--- config.mk ---
export PLATFORM = sky130hd
export DESIGN_NAME = register_file_dbg
export DESIGN_NICKNAME = d
export VERILOG_FILES = /design/src/rtl/regfile_pkg.sv /design/src/rtl/regfile_dump_ctrl.sv /design/src/rtl/register_file_dbg.sv
export SDC_FILE = /design/constraint.sdc
export NUM_CORES = 2
export LEC_CHECK = 0
export ABC_CLOCK_PERIOD_IN_PS = 2200
export BUFFER_PORTS_ARGS = -buffer_cell sky130_fd_sc_hd__clkbuf_2
export CAP_MARGIN = 10
export CORE_AREA = 2 2 350 352
export DETAILED_ROUTE_END_ITERATION = 6
export DIE_AREA = 0 0 352 354
export PLACE_DENSITY_LB_ADDON = 0.05
export SLEW_MARGIN = 20
export SYNTH_ARGS = -nofsm -noshare
export SYNTH_HDL_FRONTEND = slang
export SYNTH_SLANG_ARGS = --single-unit
export TNS_END_PERCENT = 100
--- constraint.sdc ---
create_clock -name clk -period 2.2 [get_ports clk]
set_clock_uncertainty 0.05 [all_clocks]
set_input_delay 0.22 -clock clk [delete_from_list [all_inputs] [get_ports clk]]
set_output_delay 0.22 -clock clk [all_outputs]
set_load 0.005 [all_outputs]
--- src/rtl/regfile_pkg.sv ---
// Shared constants for the debug register file: default geometry and the
// dump FSM state encoding.
package regfile_pkg;

    localparam int DATA_W_DEF = 32;
    localparam int ADDR_W_DEF = 5;

    localparam logic [1:0] ST_IDLE = 2'd0;
    localparam logic [1:0] ST_LOAD = 2'd1;
    localparam logic [1:0] ST_SEND = 2'd2;
    localparam logic [1:0] ST_DONE = 2'd3;

endpackage

--- src/rtl/regfile_dump_ctrl.sv ---
// Dump sequencer: walks every register index once, snapshots each entry and
// presents it on a valid/ready stream, then pulses done.
module regfile_dump_ctrl
    import regfile_pkg::*;
#(
    parameter int DATA_W = DATA_W_DEF,
    parameter int ADDR_W = ADDR_W_DEF
) (
    input  logic              clk,
    input  logic              rst_n,
    input  logic              i_start,
    input  logic              i_ready,
    input  logic [DATA_W-1:0] i_entry,
    output logic [ADDR_W-1:0] o_index,
    output logic [DATA_W-1:0] o_data,
    output logic              o_valid,
    output logic              o_busy,
    output logic              o_done,
    output logic [1:0]        o_state
);

    // Handshake: an entry transfers on a rising clk edge where o_valid && i_ready;
    // o_index/o_data are held constant from o_valid rising until that transfer.
    localparam logic [ADDR_W-1:0] LAST_INDEX = '1;

    logic [1:0]        r_state;
    logic [ADDR_W-1:0] r_index;
    logic [DATA_W-1:0] r_data;

    always_ff @(posedge clk or negedge rst_n) begin
        if (!rst_n) begin
            r_state <= ST_IDLE;
            r_index <= '0;
            r_data  <= '0;
        end else begin
            case (r_state)
                ST_IDLE: begin
                    if (i_start) begin
                        r_state <= ST_LOAD;
                        r_index <= '0;
                    end
                end
                ST_LOAD: begin
                    r_data  <= i_entry;
                    r_state <= ST_SEND;
                end
                ST_SEND: begin
                    if (i_ready) begin
                        // Stop at the last index instead of wrapping to zero.
                        if (r_index == LAST_INDEX) begin
                            r_state <= ST_DONE;
                        end else begin
                            r_index <= r_index + 1'b1;
                            r_state <= ST_LOAD;
                        end
                    end
                end
                default: r_state <= ST_IDLE;
            endcase
        end
    end

    assign o_index = r_index;
    assign o_data  = r_data;
    assign o_valid = (r_state == ST_SEND);
    assign o_busy  = (r_state == ST_LOAD) || (r_state == ST_SEND);
    assign o_done  = (r_state == ST_DONE);
    assign o_state = r_state;

endmodule

--- src/rtl/register_file_dbg.sv ---
// Two-read, one-write register file with optional zero register, optional
// write-to-read forwarding and a streaming debug dump of all entries.
module register_file_dbg
    import regfile_pkg::*;
#(
    parameter int DATA_W   = DATA_W_DEF,
    parameter int ADDR_W   = ADDR_W_DEF,
    parameter int ZERO_REG = 1,
    parameter int BYPASS   = 1
) (
    input  logic              clk,
    input  logic              rst_n,
    input  logic [ADDR_W-1:0] i_r1,
    input  logic [ADDR_W-1:0] i_r2,
    output logic [DATA_W-1:0] d1,
    output logic [DATA_W-1:0] d2,
    input  logic [ADDR_W-1:0] write_register,
    input  logic [DATA_W-1:0] write_data,
    input  logic              regwrite,
    input  logic              dump_start,
    output logic              dump_valid,
    input  logic              dump_ready,
    output logic [ADDR_W-1:0] dump_addr,
    output logic [DATA_W-1:0] dump_data,
    output logic              dump_busy,
    output logic              dump_done,
    output logic [1:0]        o_dump_state
);

    localparam int DEPTH = 1 << ADDR_W;

    logic [DATA_W-1:0] r_mem [DEPTH];
    logic              w_wr_en;
    logic [ADDR_W-1:0] w_dump_index;
    logic [DATA_W-1:0] w_dump_entry;

    assign w_wr_en = regwrite && !((ZERO_REG != 0) && (write_register == '0));

    always_ff @(posedge clk or negedge rst_n) begin
        if (!rst_n) begin
            for (int i = 0; i < DEPTH; i++) begin
                r_mem[i] <= '0;
            end
        end else if (w_wr_en) begin
            r_mem[write_register] <= write_data;
        end
    end

    // The zero-register override is applied last so it also masks forwarding.
    always_comb begin
        d1 = r_mem[i_r1];
        d2 = r_mem[i_r2];
        if ((BYPASS != 0) && regwrite) begin
            if (write_register == i_r1) d1 = write_data;
            if (write_register == i_r2) d2 = write_data;
        end
        if ((ZERO_REG != 0) && (i_r1 == '0)) d1 = '0;
        if ((ZERO_REG != 0) && (i_r2 == '0)) d2 = '0;
    end

    // The dump sees the stored array value, never the forwarded write.
    assign w_dump_entry = r_mem[w_dump_index];

    regfile_dump_ctrl #(
        .DATA_W (DATA_W),
        .ADDR_W (ADDR_W)
    ) u_dump_ctrl (
        .clk     (clk),
        .rst_n   (rst_n),
        .i_start (dump_start),
        .i_ready (dump_ready),
        .i_entry (w_dump_entry),
        .o_index (w_dump_index),
        .o_data  (dump_data),
        .o_valid (dump_valid),
        .o_busy  (dump_busy),
        .o_done  (dump_done),
        .o_state (o_dump_state)
    );

    assign dump_addr = w_dump_index;

endmodule
# Word level (Yosys, flattened, before mapping)
# Index checks and enable logic that the tools add are counted.
# op_classes
shift	0
bitwise_logic	4
mul	0
add_sub_neg	1
magnitude_cmp	5
div_mod_pow	0
n_reduce_logical	11
muxes	26
n_eq_ne	9
# ops
operator	n
bitwise mux 1024 bit	1
binary-select mux 32 bit (select 5 bit)	3
2-to-1 mux 32 bit	13
demux 32 bit (select 5 bit)	1
greater-or-equal comparator 6 bit, second input constant	4
inverter 5 -> 6 bit	4
logical NOT 5 bit	3
2-to-1 mux 5 bit	3
equality test 5 bit	2
case mux 5 bit (2 select lines)	1
< comparator 6 x 1 -> 1 bit, second input constant	1
2-to-1 mux 2 bit	3
case mux 2 bit (3 select lines)	1
adder 5 x 1 -> 5 bit, second input constant	1
equality test 5 bit, second input constant	1
equality test 2 bit, second input constant	2
!= test 2 bit, second input constant	2
AND reduction 4 bit	1
equality test 2 x 1 -> 1 bit, second input constant	1
logical AND 1 bit	2
logical NOT 2 bit	1
!= test 2 x 1 -> 1 bit, second input constant	1
AND reduction 2 bit	1
nonzero test 2 bit	1
2 further kinds	2
# word_totals
memories	0
romBits	0
ramBits	0
word_cells	91
latch_bits	0
inputBits	52
register_bits	1063
out_inout_bits	106

# Depth between registers and ports, before layout
# depth
depth_word	7
ltp_mapped	9
depth_no_buf	8

# Cells and area by module
# From an unflattened synthesis, not the netlist that was laid out.
# hier_totals
hier_cells	4668
area_unflattened_um2	65300.1
# by_module_without_submodules
mod	cells_per_inst	seq_area_each_um2	n_inst	area_each_um2
register_file_dbg	4551	25624.6	1	63608.5
regfile_dump_ctrl	117	975.9	1	1691.6

# Worst setup path before layout
# Ideal clock, no wire load.
# synth_timing
path_kind	register to register
start	register u_dump_ctrl.r_index[0] (netlist: u_dump_ctrl.o_index[0])
end	register u_dump_ctrl.r_data[10] (netlist: u_dump_ctrl.o_data[10])
slack_ns	0.032
required_time_ns	2.025
stages_incl_launch_ff	8
n_path_buf	3
t_arrival_ns	1.993
setup_ns	0.125
synth_period_minus_slack_ns	2.168
path_cell_list	dfrtp_1 buf_2 buf_2 buf_2 mux4_2 o22ai_1 nor4_1 mux2_2
# synth_via
elab_chain_len	4
# synth_rtl
item	line_no	source
start, declared	regfile_dump_ctrl.sv:27	logic [ADDR_W-1:0] r_index;
start signal, assigned	regfile_dump_ctrl.sv:53	r_index <= r_index + 1'b1;
inverter 5 -> 6 bit (implied by the code)	register_file_dbg.sv:62	assign w_dump_entry = r_mem[w_dump_index];
binary-select mux 32 bit (select 5 bit)	register_file_dbg.sv:62	
2-to-1 mux 32 bit (implied by the code) (2 in a row)	register_file_dbg.sv:62	
end signal, assigned	regfile_dump_ctrl.sv:44	r_data <= i_entry;
end, declared	regfile_dump_ctrl.sv:28	logic [DATA_W-1:0] r_data;
# Every way passes these cells. The select of a mux whose other input is x is not followed.
# A chain may end at the register's enable or synchronous reset.

# Final worst setup path
# layout_timing
start	register r_mem[925] in the netlist's numbering
end	output port d1[29]
# layout_via
elab_chain_len	6
# layout_rtl
item	line_no	source
start, declared	register_file_dbg.sv:32	logic [DATA_W-1:0] r_mem [DEPTH];
start signal, assigned by index	register_file_dbg.sv:45	r_mem[write_register] <= write_data;
binary-select mux 32 bit (select 5 bit) *	register_file_dbg.sv:51	d1 = r_mem[i_r1];
2-to-1 mux 32 bit (implied by the code) * (2 in a row)	register_file_dbg.sv:51	
2-to-1 mux 32 bit	register_file_dbg.sv:54	if (write_register == i_r1) d1 = write_data;
2-to-1 mux 32 bit *	register_file_dbg.sv:53	if ((BYPASS != 0) && regwrite) begin
2-to-1 mux 32 bit *	register_file_dbg.sv:57	if ((ZERO_REG != 0) && (i_r1 == '0)) d1 = '0;
end, declared	register_file_dbg.sv:15	output logic [DATA_W-1:0] d1,
# Every way passes the cells marked *; elsewhere a longest branch is shown, timed or not. The select of a mux whose other input is x is not followed.

==> flow_summary_export.csv <==
group,metric,value,unit
outcome,status,"finished with violations",
outcome,violations,"negative setup slack",
yosys,synth_top_family_by_area,"multiplexers",
yosys,yosys.area_share.adder,0.00135,
cts,cts.path.max_buffers,3,
routing,drt-wirelength-per-cell,36.4,um
die,ios,158,
worst_setup_path,required,1.93,ns
yosys,synth.avg_cell_area,13.7,sq um
yosys,postSynthRegisterBits,1063,
routing,via_per_inst,7.22,
worst_setup_path,reg2regPathDepth,8,
sta,maxSlewHeadroom,0.537,
worst_setup_path,critPathMaxStageDelay,0.49,ns
cells_and_area,utilization,0.673,
global_routing,antenna_found_initial,12,
sta,setup_viol,89,
placed_design,io_buffers,157,
power_and_ir_drop,finalPower,72.8,mW
cells_and_area,drive_gt1_frac,0.562,
run,drv_cap,0,
yosys,synthMuxAreaShare,0.436,
worst_setup_path,crit_family,"compound AO/OA/AOI/OAI gates",
worst_setup_path,rrSetupSlack,-0.13,ns
sta,rsz0062_at_grt,"yes",
die,core_area,0.121,sq mm
routing,drtIter0Drc,5945,
worst_setup_path,worstReg2RegEnd,"u_dump_ctrl.o_data[15]",
worst_setup_path,cp_max_fo,4,
sta,slew_violations,0,
worst_setup_path,cp.depth,5,
routing,postRouteAntennaNets,0,
yosys,ys_seq_area_frac,0.410,
die,die_w,352,um
worst_setup_path,path_buf_inv,1,
yosys,synth_compound_area_frac,0.0837,
cells_and_area,fin_area,0.0814,sq mm
yosys,syn-num-nets,4793,
worst_setup_path,crit_path_start_kind,"register",
power_and_ir_drop,p_leak,35.2,nW
cts,h-tree-depth,3,
min_path,hold_path_class,"input pin to register",
yosys,synth_xor_area_frac,0.00135,
worst_setup_path,crit_chain,"mux4_2 > o21a_1 > o32a_1 > a221o_1 > clkbuf_2",
placed_design,place_area,0.0737,sq mm
sta,layout_setup_ws,-0.654,ns
worst_setup_path,endpoint_kind,"primary output",
yosys,ys_types,52,
routing,wl,253000,um
yosys,synth-main-ff-cell,"dfrtp_1",
yosys,synth.area.top_cells,"dfrtp_1 41%, mux4_2 18%, mux2_2 18%",
min_path,min_to,"r_mem[546]",
yosys,yosys.cell_count.top_type,"dfrtp_1",
sta,fmax,350,MHz
worst_setup_path,slowest_stage,"mux4_2",
cts,cts_root_buf,"clkbuf_16",
yosys,async_reset_ff_frac,1.00,
yosys,yosys_warnings,0,
yosys,syn_inst,4734,
yosys,yosys.area_share.simple,0.0257,
die,dieArea,0.125,sq mm
die,rows,128,
cells_and_area,area_growth,25.5,%
placed_design,dp_hpwl,163000,um
placed_design,gp_congestion,0.909,
worst_setup_path,cp.arrival,2.58,ns
cts,cts_buffers,120,
power_and_ir_drop,ir_drop,0.885,mV
routing,dr.pass1.iters,6,
die,start_util,0.536,
worst_setup_path,r2r_start,"u_dump_ctrl.o_index[0]",
routing,vias,50183,
min_path,hold_start,"write_data[2]",
cts,clkLatencyLatePin,0.77,ns
cells_and_area,final_nets,5284,
cells_and_area,n_fill_cell,8648,
global_routing,track_usage,0.404,
placed_design,pre_cts_slack,-0.333,ns
min_path,hold_depth,3,
yosys,yosys.area.top_type,"dfrtp_1",
worst_setup_path,path_class,"register to primary output",
yosys,synth_edf_count,0,
cts,clk_pin_slew,0.06,ns
sta,hold_violations,0,
yosys,synth.top_cell.area_share,0.410,
global_routing,grt_max_degree,82,
global_routing,grt_overflow,0,
yosys,syn_area,0.0648,sq mm
cts,clock_sinks,1063,
yosys,synthTopCellsByCount,"1,063 x dfrtp_1, 1,023 x mux2_2, 520 x mux4_2",
power_and_ir_drop,powerDensity,895,mW/mm^2
sta,tightest_slew,0.691,ns
cts,cts_tree,"yes",
global_routing,grt_pass1_vias,49987,
routing,route.detailed.drc,0,
die,fp.dieH,354,um
global_routing,grt_pass1_wl,365000,um
sta,fin_crit_sh,1.30,
sta,period_needed,2.85,ns
## flip-flops by register name (all words and copies together), names as in the netlist
signal / cells
r_mem: 1024
u_dump_ctrl.o_data: 32
u_dump_ctrl.o_index: 5
u_dump_ctrl.o_state: 2
## worst reg2reg max path, delay by kind of cell (launching register included)
kind	cells	cell delay [ns]
muxes	2	0.81
and+or+nand+nor	1	0.07
buffers and inverters	4	0.63
DFF	1	0.48
AOI/OAI and AO/OA	1	0.18
## stage by stage
stage	std cells	hold slack (ns)	TNS, ns
floorplan	4734	-0.126	0
finish	6954	0.0639	-34.38
global route	6952	0.0848	-38.95
detailed placement	6613	0.145	-21.36
global placement	6613	0.149	-20.92
CTS	6932	0.0317	-35.61
## area by class of cell
cell class / count / area (sq um) / share of cell area
Multi-Input combinational cell: 3099 / 37900 / 0.465
Sequential cell: 1063 / 26600 / 0.327
Timing Repair Buffer: 934 / 10700 / 0.131
Clock buffer: 181 / 3620 / 0.0445
Tap cell: 1625 / 2030 / 0.0250
Clock inverter: 40 / 529 / 0.00650
Inverter: 7 / 31.3 / 0.000384
Antenna cell: 5 / 12.5 / 0.000154
## metal layers
layer,vias to the layer above,track usage,wire (um),part of all wire
met5,-,0.000755,61,0.00024
met4,10,0.185,13900,0.055
met3,787,0.113,28200,0.11
met2,3156,0.599,112000,0.44
met1,26383,0.556,99300,0.39
li1,19847,-,-,-
## timing repair
item                                    CTS  global route
pin swaps                                90            67
gates resized for setup                 377           135
setup buffers                            71            32
gates cloned                             13             2
endpoints found under the hold margin  1083             0
setup endpoints to repair                97           101
hold buffers                             29             0
## where the power goes
part	total (mW)	internal, mW	switching [mW]	leakage, nW
Clock	21.4	12.7	8.69	2.05
Sequential	27.2	23.4	3.82	13.7
Combinational	24.3	14.0	10.3	19.4
## logic make-up after synthesis
group | after synthesis
and+or+nand+nor | 323
adders and majority gates | 7
buffers and inverters | 572
xor gates and xnor gates | 10
muxes | 2047
AOI/OAI and AO/OA | 712
DFF | 1063
## placed cells by master (no fill, tap or decap), types with 16 or more instances in the layout
master            n
dfrtp_1        1058
mux2_2         1004
mux4_2          520
mux2i_1         501
buf_4           424
buf_12          274
clkbuf_2        143
clkbuf_16       123
a221o_1         120
a221oi_1         79
nand2_1          76
o22ai_2          70
a22oi_1          62
o21ai_1          52
a221oi_2         45
clkbuf_8         40
a211oi_2         37
nor3_1           32
a211oi_1         32
nor2_1           32
nor2b_1          32
o22ai_4          32
o21a_1           31
o32a_1           31
a21oi_1          30
o21ai_0          30
nor3b_2          29
dlygate4sd3_1    29
buf_6            26
o22ai_1          24
clkbuf_1         23
o21ai_2          19
mux2_4           19
clkinv_2         19
nor2_4           18
buf_8            16
## worst max-delay path by stage
stage                           start                endpoint  slack, ns
2_1_floorplan  u_dump_ctrl.o_index[0]  u_dump_ctrl.o_data[10]       0.03
3_3_place_gp   u_dump_ctrl.o_index[0]  u_dump_ctrl.o_data[19]      -0.33
3_5_place_dp   u_dump_ctrl.o_index[0]  u_dump_ctrl.o_data[19]      -0.33
4_1_cts                    r_mem[925]                  d1[29]      -0.67
5_1_grt                    r_mem[957]                  d1[29]      -0.74
6_report                   r_mem[925]                  d1[29]      -0.65
No activity file was read; power rests on OpenSTA's default activity.
